## src/rtl/packet_injector.sv

```systemverilog
// Packet injector: turns a request plus a payload stream into header/size/payload flits.
// Optional INJ_SRC_STAMP_EN inserts the local address as the first payload flit.
`timescale 1ns/1ps
module packet_injector #(
    parameter int                  TAM_FLIT = 16,
    parameter logic [TAM_FLIT-1:0] adress   = TAM_FLIT'(16)
) (
    input  logic                clock,
    input  logic                reset,
    input  logic                req_valid,
    output logic                req_ready,
    input  logic [TAM_FLIT-1:0] req_dest,
    input  logic [TAM_FLIT-1:0] req_size,
    input  logic                pl_valid,
    output logic                pl_ready,
    input  logic [TAM_FLIT-1:0] pl_data,
    output logic                tx,
    output logic [TAM_FLIT-1:0] data_out,
    input  logic                credit_i,
    output logic                busy,
    output logic                pkt_sent
);

    typedef enum logic [2:0] {
        S_IDLE,
        S_HEADER,
        S_SIZE,
        S_PAYLOAD,
        S_DRAIN
    } state_t;

    localparam logic [TAM_FLIT-1:0] ONE = TAM_FLIT'(1);

`ifdef INJ_SRC_STAMP_EN
    localparam bit STAMP_EN = 1'b1;
`else
    localparam bit STAMP_EN = 1'b0;
`endif

    state_t              r_state;
    state_t              w_next;
    logic                r_tx;
    logic [TAM_FLIT-1:0] r_data;
    logic [TAM_FLIT-1:0] r_dest;
    logic [TAM_FLIT-1:0] r_size;
    logic [TAM_FLIT-1:0] r_remaining;
    logic                r_stamp;
    logic                r_pkt_sent;

    logic                w_can_load;
    logic                w_req_ready;
    logic                w_pl_ready;
    logic                w_busy;
    logic                w_req_fire;
    logic                w_pl_fire;
    logic                w_size_all1;
    logic                w_size_zero;
    logic [TAM_FLIT-1:0] w_user_cnt;
    logic [TAM_FLIT-1:0] w_size_flit;

    // The output register may take a new flit only when it is empty or draining now.
    assign w_can_load  = !r_tx || credit_i;
    assign w_req_fire  = req_valid && w_req_ready;
    assign w_pl_fire   = pl_valid && w_pl_ready;

    // With the stamp, an all-ones request is clamped so the size flit cannot wrap.
    assign w_size_all1 = &r_size;
    assign w_user_cnt  = (STAMP_EN && w_size_all1) ? r_size - ONE : r_size;
    assign w_size_flit = STAMP_EN ? (w_size_all1 ? r_size : r_size + ONE)
                                  : r_size;
    assign w_size_zero = !STAMP_EN && (r_size == '0);

    always_ff @(posedge clock or posedge reset) begin
        if (reset) begin
            r_state <= S_IDLE;
        end else begin
            r_state <= w_next;
        end
    end

    always_comb begin
        w_next = r_state;
        unique case (r_state)
            S_IDLE: begin
                if (w_req_fire) w_next = S_HEADER;
            end
            S_HEADER: begin
                if (w_can_load) w_next = S_SIZE;
            end
            S_SIZE: begin
                if (w_can_load) w_next = w_size_zero ? S_DRAIN : S_PAYLOAD;
            end
            S_PAYLOAD: begin
                if (r_stamp) begin
                    if (w_can_load && r_remaining == '0) w_next = S_DRAIN;
                end else if (w_pl_fire && r_remaining == ONE) begin
                    w_next = S_DRAIN;
                end
            end
            S_DRAIN: begin
                if (r_tx && credit_i) w_next = S_IDLE;
            end
            default: w_next = S_IDLE;
        endcase
    end

    always_comb begin
        w_req_ready = 1'b0;
        w_pl_ready  = 1'b0;
        w_busy      = (r_state != S_IDLE) || r_tx;
        if (!reset) begin
            w_req_ready = (r_state == S_IDLE) && w_can_load;
            w_pl_ready  = (r_state == S_PAYLOAD) && w_can_load
                          && !r_stamp && (r_remaining != '0);
        end
    end

    always_ff @(posedge clock or posedge reset) begin
        if (reset) begin
            r_tx        <= 1'b0;
            r_data      <= '0;
            r_dest      <= '0;
            r_size      <= '0;
            r_remaining <= '0;
            r_stamp     <= 1'b0;
            r_pkt_sent  <= 1'b0;
        end else begin
            r_pkt_sent <= 1'b0;
            unique case (r_state)
                S_IDLE: begin
                    if (w_req_fire) begin
                        r_dest <= req_dest;
                        r_size <= req_size;
                    end
                end
                S_HEADER: begin
                    if (w_can_load) begin
                        r_data <= r_dest;
                        r_tx   <= 1'b1;
                    end
                end
                S_SIZE: begin
                    if (w_can_load) begin
                        r_data      <= w_size_flit;
                        r_tx        <= 1'b1;
                        r_remaining <= w_user_cnt;
                        r_stamp     <= STAMP_EN;
                    end
                end
                S_PAYLOAD: begin
                    if (r_stamp) begin
                        if (w_can_load) begin
                            r_data  <= adress;
                            r_tx    <= 1'b1;
                            r_stamp <= 1'b0;
                        end
                    end else if (w_pl_fire) begin
                        r_data      <= pl_data;
                        r_tx        <= 1'b1;
                        r_remaining <= r_remaining - ONE;
                    end else if (w_can_load) begin
                        // Held flit left (or none held): go quiet, never a bubble.
                        r_tx <= 1'b0;
                    end
                end
                S_DRAIN: begin
                    if (r_tx && credit_i) begin
                        r_tx       <= 1'b0;
                        r_pkt_sent <= 1'b1;
                    end
                end
                default: ;
            endcase
        end
    end

    assign req_ready = w_req_ready;
    assign pl_ready  = w_pl_ready;
    assign tx        = r_tx;
    assign data_out  = r_data;
    assign busy      = w_busy;
    assign pkt_sent  = r_pkt_sent;

endmodule

```

## config.mk

```make
export PLATFORM = sky130hd
export DESIGN_NAME = packet_injector
export DESIGN_NICKNAME = d
export VERILOG_FILES = /design/src/rtl/packet_injector.sv
export SDC_FILE = /design/constraint.sdc
export NUM_CORES = 1
export LEC_CHECK = 0
export CAP_MARGIN = 10
export CELL_PAD_IN_SITES_DETAIL_PLACEMENT = 1
export CELL_PAD_IN_SITES_GLOBAL_PLACEMENT = 2
export CORE_ASPECT_RATIO = 1.75
export CORE_MARGIN = 8
export CORE_UTILIZATION = 30
export CTS_CLUSTER_DIAMETER = 100
export DETAILED_ROUTE_END_ITERATION = 10
export DONT_BUFFER_PORTS = 1
export PLACE_DENSITY = 0.75
export SYNTH_ARGS = -nofsm -noshare
export SYNTH_HDL_FRONTEND = slang
export SYNTH_SLANG_ARGS = --single-unit
```

## constraint.sdc

```tcl
create_clock -name clock -period 4.09 [get_ports clock]
set_input_delay 0.818 -clock clock [delete_from_list [all_inputs] [get_ports clock]]
set_output_delay 0.818 -clock clock [all_outputs]
set_load 0.02 [all_outputs]
```

==> impl_summary.log, run 1 <==
[metrics] result of the run: completed
[metrics] worst hold path class: reg2reg
[metrics] Post-synth ARST share: 100%
[metrics] worst endpoint required time: 3.27 ns
[metrics] share of layout cells above drive strength 1: 17.4%
[metrics] count of vias placed by the detailed router: 2,788
[metrics] HPWL after detailed placement: between 7 and 8 mm
[metrics] clock tree from TritonCTS: done
[metrics] Period minus WS final: around 3.0 ns
[metrics] relative slew slack: between 20 and 25%
[metrics] cell-internal power: 0.00132 W
[metrics] number of rows in the core area: 53
[metrics] Max Transition Viols Final: 0
[metrics] latest clock arrival within the worst-skew pair: 0.34 ns
[metrics] setup bufs post-CTS: 0
[metrics] net switching power of the design: between 0.0005 and 0.0006 W
[metrics] Resize count post-CTS: 0
[metrics] total DRC errors in the routed layout: 0
[metrics] sink count of the clock tree: 70
[metrics] power share of the sequential group: 46.2%
[metrics] vias in the first global route: between 2,000 and 3,000
[metrics] clock group share of total power: 41.9%
[metrics] residual antenna-violating net count after detailed routing: 0
[metrics] count of buffers inserted at the top-level ports: 0
[metrics] number of nets produced by synthesis: 425
[metrics] count of unique library cells instantiated by Yosys: between 50 and 60
[metrics] largest net degree at the start of global routing: slightly above 70
[metrics] Root Buffer: sky130_fd_sc_hd__clkbuf_16
[metrics] Cell Area, Synth: roughly 0.0037 mm²
[metrics] flop and latch count out of synthesis: 70
[metrics] count of flip-flops with a built-in enable after synthesis: 0
[metrics] routed len/inst: 19.8 µm
[metrics] maximum buffer depth of the clock tree: 2
[metrics] synth warn: 0
[metrics] cell type with the largest total area after synthesis: sky130_fd_sc_hd__dfrtp_1
[metrics] pwr dens: ~460 mW/mm²
[metrics] number of hold violations in the final report: 0
[metrics] floorplan die height: 163 µm
[metrics] leading cell types by count after synthesis: sky130_fd_sc_hd__dfrtp_1, sky130_fd_sc_hd__nand2_1, sky130_fd_sc_hd__nor2_1
[metrics] number of buffers added to fix hold violations after cts: 0
[metrics] core box area: 0.0120 mm²
[metrics] Via-to-Cell Ratio: 5.24
[metrics] maximum operating frequency: between 0.3 and 0.4 GHz
[metrics] combinational cell fraction of total power: between 10% and 20%
[metrics] area used by multi-input combinational logic: 0.00180 mm²
[metrics] count of mapped cells out of synthesis: roughly 370
[metrics] final standard cell area without fillers: 0.00412 mm²
[metrics] overall die area: ~0.016 mm²
[metrics] largest cells by area after synthesis: sky130_fd_sc_hd__dfrtp_1, sky130_fd_sc_hd__mux2_2, sky130_fd_sc_hd__o21ai_0, sky130_fd_sc_hd__nand2_1, sky130_fd_sc_hd__a21oi_1
[metrics] Max Cap Violations: 0
[metrics] Final Wtd Congestion: between 0.7 and 0.8
[metrics] startpoint type of the worst setup path: flop
[metrics] worst-path fanout max: 8
[metrics] remaining global-route overflow: 0
[metrics] share of total power consumed by net switching: 29.8%
[metrics] Critical Path Sink Type: output pin
[metrics] peak supply drop: ~0.18 mV
[metrics] Yosys top cell area share: a little under half
[metrics] actual slew at the worst max-slew pin: ~1.1 ns
[metrics] H-tree levels: 3
[metrics] Ports: 74
[metrics] average instance area after synthesis: 10.0 µm²
[metrics] unrepaired setup endpoints after global routing: false
[metrics] DRC marker count from the first detailed-route iteration: 138
[metrics] post-layout instance count excluding filler cells: about 530
[metrics] FF+latch area: 0.00175 mm²
[metrics] layout-stage area growth over the synthesis result: 11.6%
[metrics] Worst Clk Skew: around 0.009 ns
[metrics] initial standard-cell utilization of the core: 30.8%
[metrics] overall fraction of global-route tracks in use: about 14%
[metrics] fraction of the cycle the final worst path needs: roughly three quarters
[metrics] final setup TNS: 0 ns
[metrics] fraction of the yosys area taken by sequential cells: roughly 47%
[metrics] number of placed cells counting well taps: 516
[metrics] clock-pin transition on the worst setup and hold timing paths: roughly 0.060 ns
[metrics] Die Width: approximately 100 µm
[metrics] antenna violations before repair: 1
[metrics] count of fill cells added during filler insertion: ~1,400
[metrics] NumNets Final: around 420
[metrics] arrival time of the worst setup path: 2.20 ns
[metrics] drt first pass iters: 4
[metrics] dominant synthesized flop cell: sky130_fd_sc_hd__dfrtp_1
[metrics] final-report setup violation count: 0
[metrics] TritonCTS buffer count: 9
[metrics] area after detailed placement: about 0.0038 mm²
[metrics] diode count: 0
[metrics] wirelength, routed: between 10 and 15 mm
[metrics] most frequent cell after synthesis: sky130_fd_sc_hd__dfrtp_1
[metrics] leakage component of the power: between 1.5 and 2 nW
[metrics] category of the most critical setup path: reg2out
[metrics] global-route wire length before repair: between 15 and 20 mm
[final timing paths]
path	start	to	slack [ns]	cells after the start
worst max-delay path	r_remaining[0]	pl_ready	1.07	5
worst min-delay path	r_dest[2]	r_dest[2]	0.51	1
worst max register to register	r_remaining[0]	r_remaining[2]	1.46	7
worst min register to register	r_dest[2]	r_dest[2]	0.51	1
max in group asynchronous	reset	r_remaining[6]	2.82	2
min in group asynchronous	reset	pkt_sent	0.66	2
[cell type report]
class | count | share of cell area, %
well taps | 165 | 5.01
multi-input cells | 270 | 43.7
repair buffers | 6 | 1.09
flip-flops and latches | 70 | 42.5
clock buffers | 10 | 5.56
clock inverters | 6 | 1.70
inverters | 5 | 0.456
[worst max-delay path, cell delays in order (launching register included)]
cell	delay [ns]
sky130_fd_sc_hd__dfrtp_1	0.47
sky130_fd_sc_hd__inv_1	0.12
sky130_fd_sc_hd__ha_1	0.21
sky130_fd_sc_hd__nor4b_1	0.32
sky130_fd_sc_hd__nand4_2	0.34
sky130_fd_sc_hd__and4_1	0.42
[layout by cell type, fill, tap and decap left out, types with 3 or more instances in the layout]
cell and n:
sky130_fd_sc_hd__a211oi_1 3, sky130_fd_sc_hd__a21o_1 4, sky130_fd_sc_hd__a21oi_1 29, sky130_fd_sc_hd__a22o_1 3
sky130_fd_sc_hd__a22oi_1 15, sky130_fd_sc_hd__a31oi_1 4, sky130_fd_sc_hd__buf_4 6, sky130_fd_sc_hd__clkbuf_16 9
sky130_fd_sc_hd__clkinv_4 3, sky130_fd_sc_hd__dfrtp_1 70, sky130_fd_sc_hd__ha_1 3, sky130_fd_sc_hd__inv_1 3
sky130_fd_sc_hd__mux2_2 31, sky130_fd_sc_hd__nand2_1 40, sky130_fd_sc_hd__nand2b_1 7, sky130_fd_sc_hd__nand4_1 3
sky130_fd_sc_hd__nor2_1 34, sky130_fd_sc_hd__nor2b_1 3, sky130_fd_sc_hd__nor3_1 8, sky130_fd_sc_hd__nor4_1 4
sky130_fd_sc_hd__nor4_4 3, sky130_fd_sc_hd__o21ai_0 32, sky130_fd_sc_hd__o21ai_1 4, sky130_fd_sc_hd__o22a_1 4
[power by group through the flow]
stage	logic, W	clock network, W	registers [W]
floorplan	0.000181	0	0.000859
global placement	0.000220	0	0.000881
detailed placement	0.000231	0	0.000884
CTS	0.000231	0.000814	0.000871
global route	0.000266	0.000844	0.000881
finish	0.000225	0.000790	0.000870
[metal layers]
layer | track usage [%] | part of all wire, % | vias up | wire, µm
li1 | - | - | 1325 | -
met1 | 15.1 | 41 | 1391 | 4340
met2 | 23.6 | 52 | 56 | 5460
met3 | 3.90 | 4.5 | 16 | 475
met4 | 5.26 | 2.4 | 0 | 253
met5 | 0 | 0 | - | 0
[cells by family after synthesis]
| logic type | synth area share (%) |
|---|---|
| AO/OA/AOI/OAI | 21.0 |
| adder cells (fa/ha/maj) | 1.02 |
| buffers and inverters | 3.86 |
| flip-flops | 47.4 |
| multiplexers | 9.76 |
| AND/OR/NAND/NOR | 16.9 |
[per-stage QoR]
step	util [%]	power [W]	hold WS [ns]	worst slack [ns]
after floorplan	-	0.00104	0.471	0.443
after global placement	31.8	0.00110	0.487	1.27
after detailed placement	31.8	0.00111	0.494	1.20
after CTS	34.3	0.00192	0.509	1.03
after global routing	34.3	0.00199	0.522	0.923
final	34.3	0.00189	0.507	1.07
[flip-flops by register name (all words and copies together) (netlist names)]
name	count
r_dest	16
tx	1
r_stamp	1
data_out	16
pkt_sent	1
r_size	16
r_remaining	16
r_state	3
(Power assumes the default switching activity.)
==> run 2: changes to the inputs <==
--- a/config.mk
+++ b/config.mk
@@ -14,7 +14,7 @@
 export CTS_CLUSTER_DIAMETER = 100
 export DETAILED_ROUTE_END_ITERATION = 10
 export DONT_BUFFER_PORTS = 1
-export PLACE_DENSITY = 0.75
+export PLACE_DENSITY = 0.77
 export SYNTH_ARGS = -nofsm -noshare
 export SYNTH_HDL_FRONTEND = slang
 export SYNTH_SLANG_ARGS = --single-unit
==> constraint.sdc (replaced) <==
create_clock -name clock -period 2.68 [get_ports clock]
set_input_delay 0.536 -clock clock [delete_from_list [all_inputs] [get_ports clock]]
set_output_delay 0.536 -clock clock [all_outputs]
set_load 0.02 [all_outputs]
==> run 2 against run 1 <==
Compared with the run above:
- design area up 1.9%
- cell count rose by 1.9%
- clock power increased by 54%
- power rose by 54%
- count of clock-buffer cells in the layout is 1 lower
- via count rose by 1.9%
- combinational power increased by 58%
- worst setup slack worse by 0.84 ns
- sequential power grew 53%
- core utilization grew 0.66 points
- die area is the same
==> impl_summary.log, run 2 (synthesis results as in run 1) <==
[metrics] NumNets Final: 427 (+2.2%)
[metrics] Worst Clk Skew: 0.00938 ns (+0.000497 ns)
[metrics] clock-pin transition on the worst setup and hold timing paths: 0.06 ns (about the same)
[metrics] Die Width: 99.9 µm (unchanged)
[metrics] total DRC errors in the routed layout: 0 (unchanged)
[metrics] largest stage delay on the critical path: 0.46 ns (about the same)
[metrics] leading cell types in the layout, fill and taps excluded: sky130_fd_sc_hd__dfrtp_1, sky130_fd_sc_hd__nand2_1, sky130_fd_sc_hd__nor2_1
[metrics] pwr dens: 692 mW/mm² (+51%)
[metrics] final setup TNS: 0 ns (unchanged)
[metrics] number of hold violations in the final report: 0 (unchanged)
[metrics] cell chain of the critical path: inv_1 > ha_1 > nor4b_1 > nand4_2 > and4_1
[metrics] total power of the final layout: 0.00291 W (+54%)
[metrics] H-tree levels: 3 (unchanged)
[metrics] actual slew at the worst max-slew pin: 0.932 ns (-0.201 ns)
[metrics] result of the run: completed
[metrics] Ports: 74 (unchanged)
[metrics] final-report setup violation count: 0 (unchanged)
[metrics] Max Cap Violations: 0 (unchanged)
[metrics] number of buffers added to fix hold violations after cts: 0 (unchanged)
[metrics] setup bufs post-CTS: 1 (+1)
[metrics] latest clock arrival within the worst-skew pair: 0.35 ns (about the same)
[metrics] core box area: 0.0120 mm² (unchanged)
[metrics] sink count of the clock tree: 70 (unchanged)
[metrics] remaining global-route overflow: 0 (unchanged)
[metrics] layout-stage area growth over the synthesis result: 13.7%
[metrics] total buffers and inverters traversed by the critical path: 1 (unchanged)
[metrics] global-route wire length before repair: 17.4 mm (+2.2%)
[metrics] largest net degree at the start of global routing: 71 (-1.4%)
[metrics] worst-path fanout max: 8 (unchanged)
[metrics] setup slack of the most critical reg-to-reg path: 0.43 ns (-1.03 ns)
[metrics] Root Buffer: sky130_fd_sc_hd__clkbuf_16
[metrics] drt first pass iters: 4 (unchanged)
[metrics] Resize count post-CTS: 0 (unchanged)
[metrics] worst endpoint required time: 2.14 ns (-1.13 ns)
[metrics] HPWL after detailed placement: 8.06 mm (+3.1%)
[metrics] count of vias placed by the detailed router: 2,842 (+1.9%)
[metrics] floorplan die height: 163 µm (unchanged)
[metrics] TritonCTS buffer count: 9 (unchanged)
[metrics] overall fraction of global-route tracks in use: 14.0% (+0.46 points)
[metrics] category of the most critical setup path: reg2out
[metrics] Via-to-Cell Ratio: 5.24 (about the same)
[metrics] DRC marker count from the first detailed-route iteration: 108 (-22%)
[metrics] critical path's top delay family: simple AND/OR/NAND/NOR gates
[metrics] startpoint type of the worst setup path: flop
[metrics] fraction of the cycle the final worst path needs: between 90% and 100%
[metrics] leakage component of the power: 1.85 nW (+2.5%)
[metrics] maximum buffer depth of the clock tree: 2 (unchanged)
[metrics] most common cell after layout, fill and taps aside: sky130_fd_sc_hd__dfrtp_1
[metrics] share of layout cells above drive strength 1: 19.7% (+2.2 points)
[metrics] peak supply drop: 0.324 mV (+81%)
[metrics] worst hold path class: in2reg
[metrics] overall die area: 0.0163 mm² (unchanged)
[metrics] vias in the first global route: 3,123 (+4.1%)
[metrics] routed len/inst: 20.1 µm (+1.6%)
[metrics] relative slew slack: 37.8% (+14 points)
[metrics] antenna violations before repair: 1 (unchanged)
[metrics] unrepaired setup endpoints after global routing: false
[metrics] residual antenna-violating net count after detailed routing: 0 (unchanged)
[metrics] initial standard-cell utilization of the core: 30.8% (unchanged)
[metrics] clock tree from TritonCTS: done
[metrics] count of buffers inserted at the top-level ports: 0 (unchanged)
[metrics] wirelength, routed: 10.9 mm (+3.5%)
[metrics] number of rows in the core area: 53 (unchanged)
[metrics] Crit-path slowest cell: sky130_fd_sc_hd__dfrtp_1
[metrics] Critical Path Sink Type: output pin
[metrics] Max Transition Viols Final: 0 (unchanged)
[metrics] maximum operating frequency: about 0.41 GHz
[metrics] Period minus WS final: around 2.5 ns
[metrics] Final Wtd Congestion: 0.806 (+2.6%)
[metrics] arrival time of the worst setup path: 1.92 ns (-0.28 ns)
## run 2: cell types whose count changed in the layout (fill, tap and decap cells not counted)
cell / delta
sky130_fd_sc_hd__clkinv_4: -2
sky130_fd_sc_hd__diode_2: +1
sky130_fd_sc_hd__buf_4: +9
sky130_fd_sc_hd__inv_6: +3
sky130_fd_sc_hd__clkbuf_1: -1
sky130_fd_sc_hd__clkinvlp_4: +1
sky130_fd_sc_hd__inv_2: -1
## run 2: worst paths after layout
path,cells after the start,start,to
max,5,r_remaining[0],pl_ready
min,1,req_size[10],r_size[10]
max reg2reg,8,r_remaining[0],data_out[14]
min reg2reg,2,r_remaining[15],r_remaining[15]
max in group asynchronous,2,reset,r_size[13]
min in group asynchronous,2,reset,pkt_sent
## run 2: area by class of cell
type                       instances  area (µm²)
fill                            1380        7800
multi-input combinational        270        1800
sequential                        70        1750
clock buffer                       9         225
tap                              165         206
timing repair buffer              15         113
clock inverter                     7        78.8
inverter                           5        22.5
antenna                            1        2.50
## run 2: per-stage QoR
stage / hold WS, ns / utilization, % / instance area [µm²] / instances / worst slack (ns)
after global routing: 0.321 / 35.0 / 4200 / 542 / 0.0772
after CTS: 0.315 / 35.0 / 4200 / 541 / 0.207
after global placement: 0.487 / 32.4 / 3880 / 524 / 0.445
final: 0.327 / 35.0 / 4200 / 542 / 0.225
after floorplan: 0.471 / - / 3700 / 369 / 0.134
after detailed placement: 0.493 / 32.4 / 3880 / 524 / 0.355
## run 2: routing by layer
metal  vias to the layer above  GRT usage [%]  share of wire, %  wire [µm]
met5                         -              0                 0          0
met4                         0           9.63               4.2        454
met3                        24           3.64               4.8        521
met2                        59           23.3                51       5590
met1                      1412           15.2                40       4340
li1                       1347              -                 -          -
## run 2: power by group
part,leakage [nW],internal (W),switching (W),total (W)
sequential,0.906,0.00115,0.000174,0.00133
clock,0.151,0.000733,0.000492,0.00122
combinational,0.789,0.000149,0.000207,0.000356
total,1.85,0.00203,0.000872,0.00291
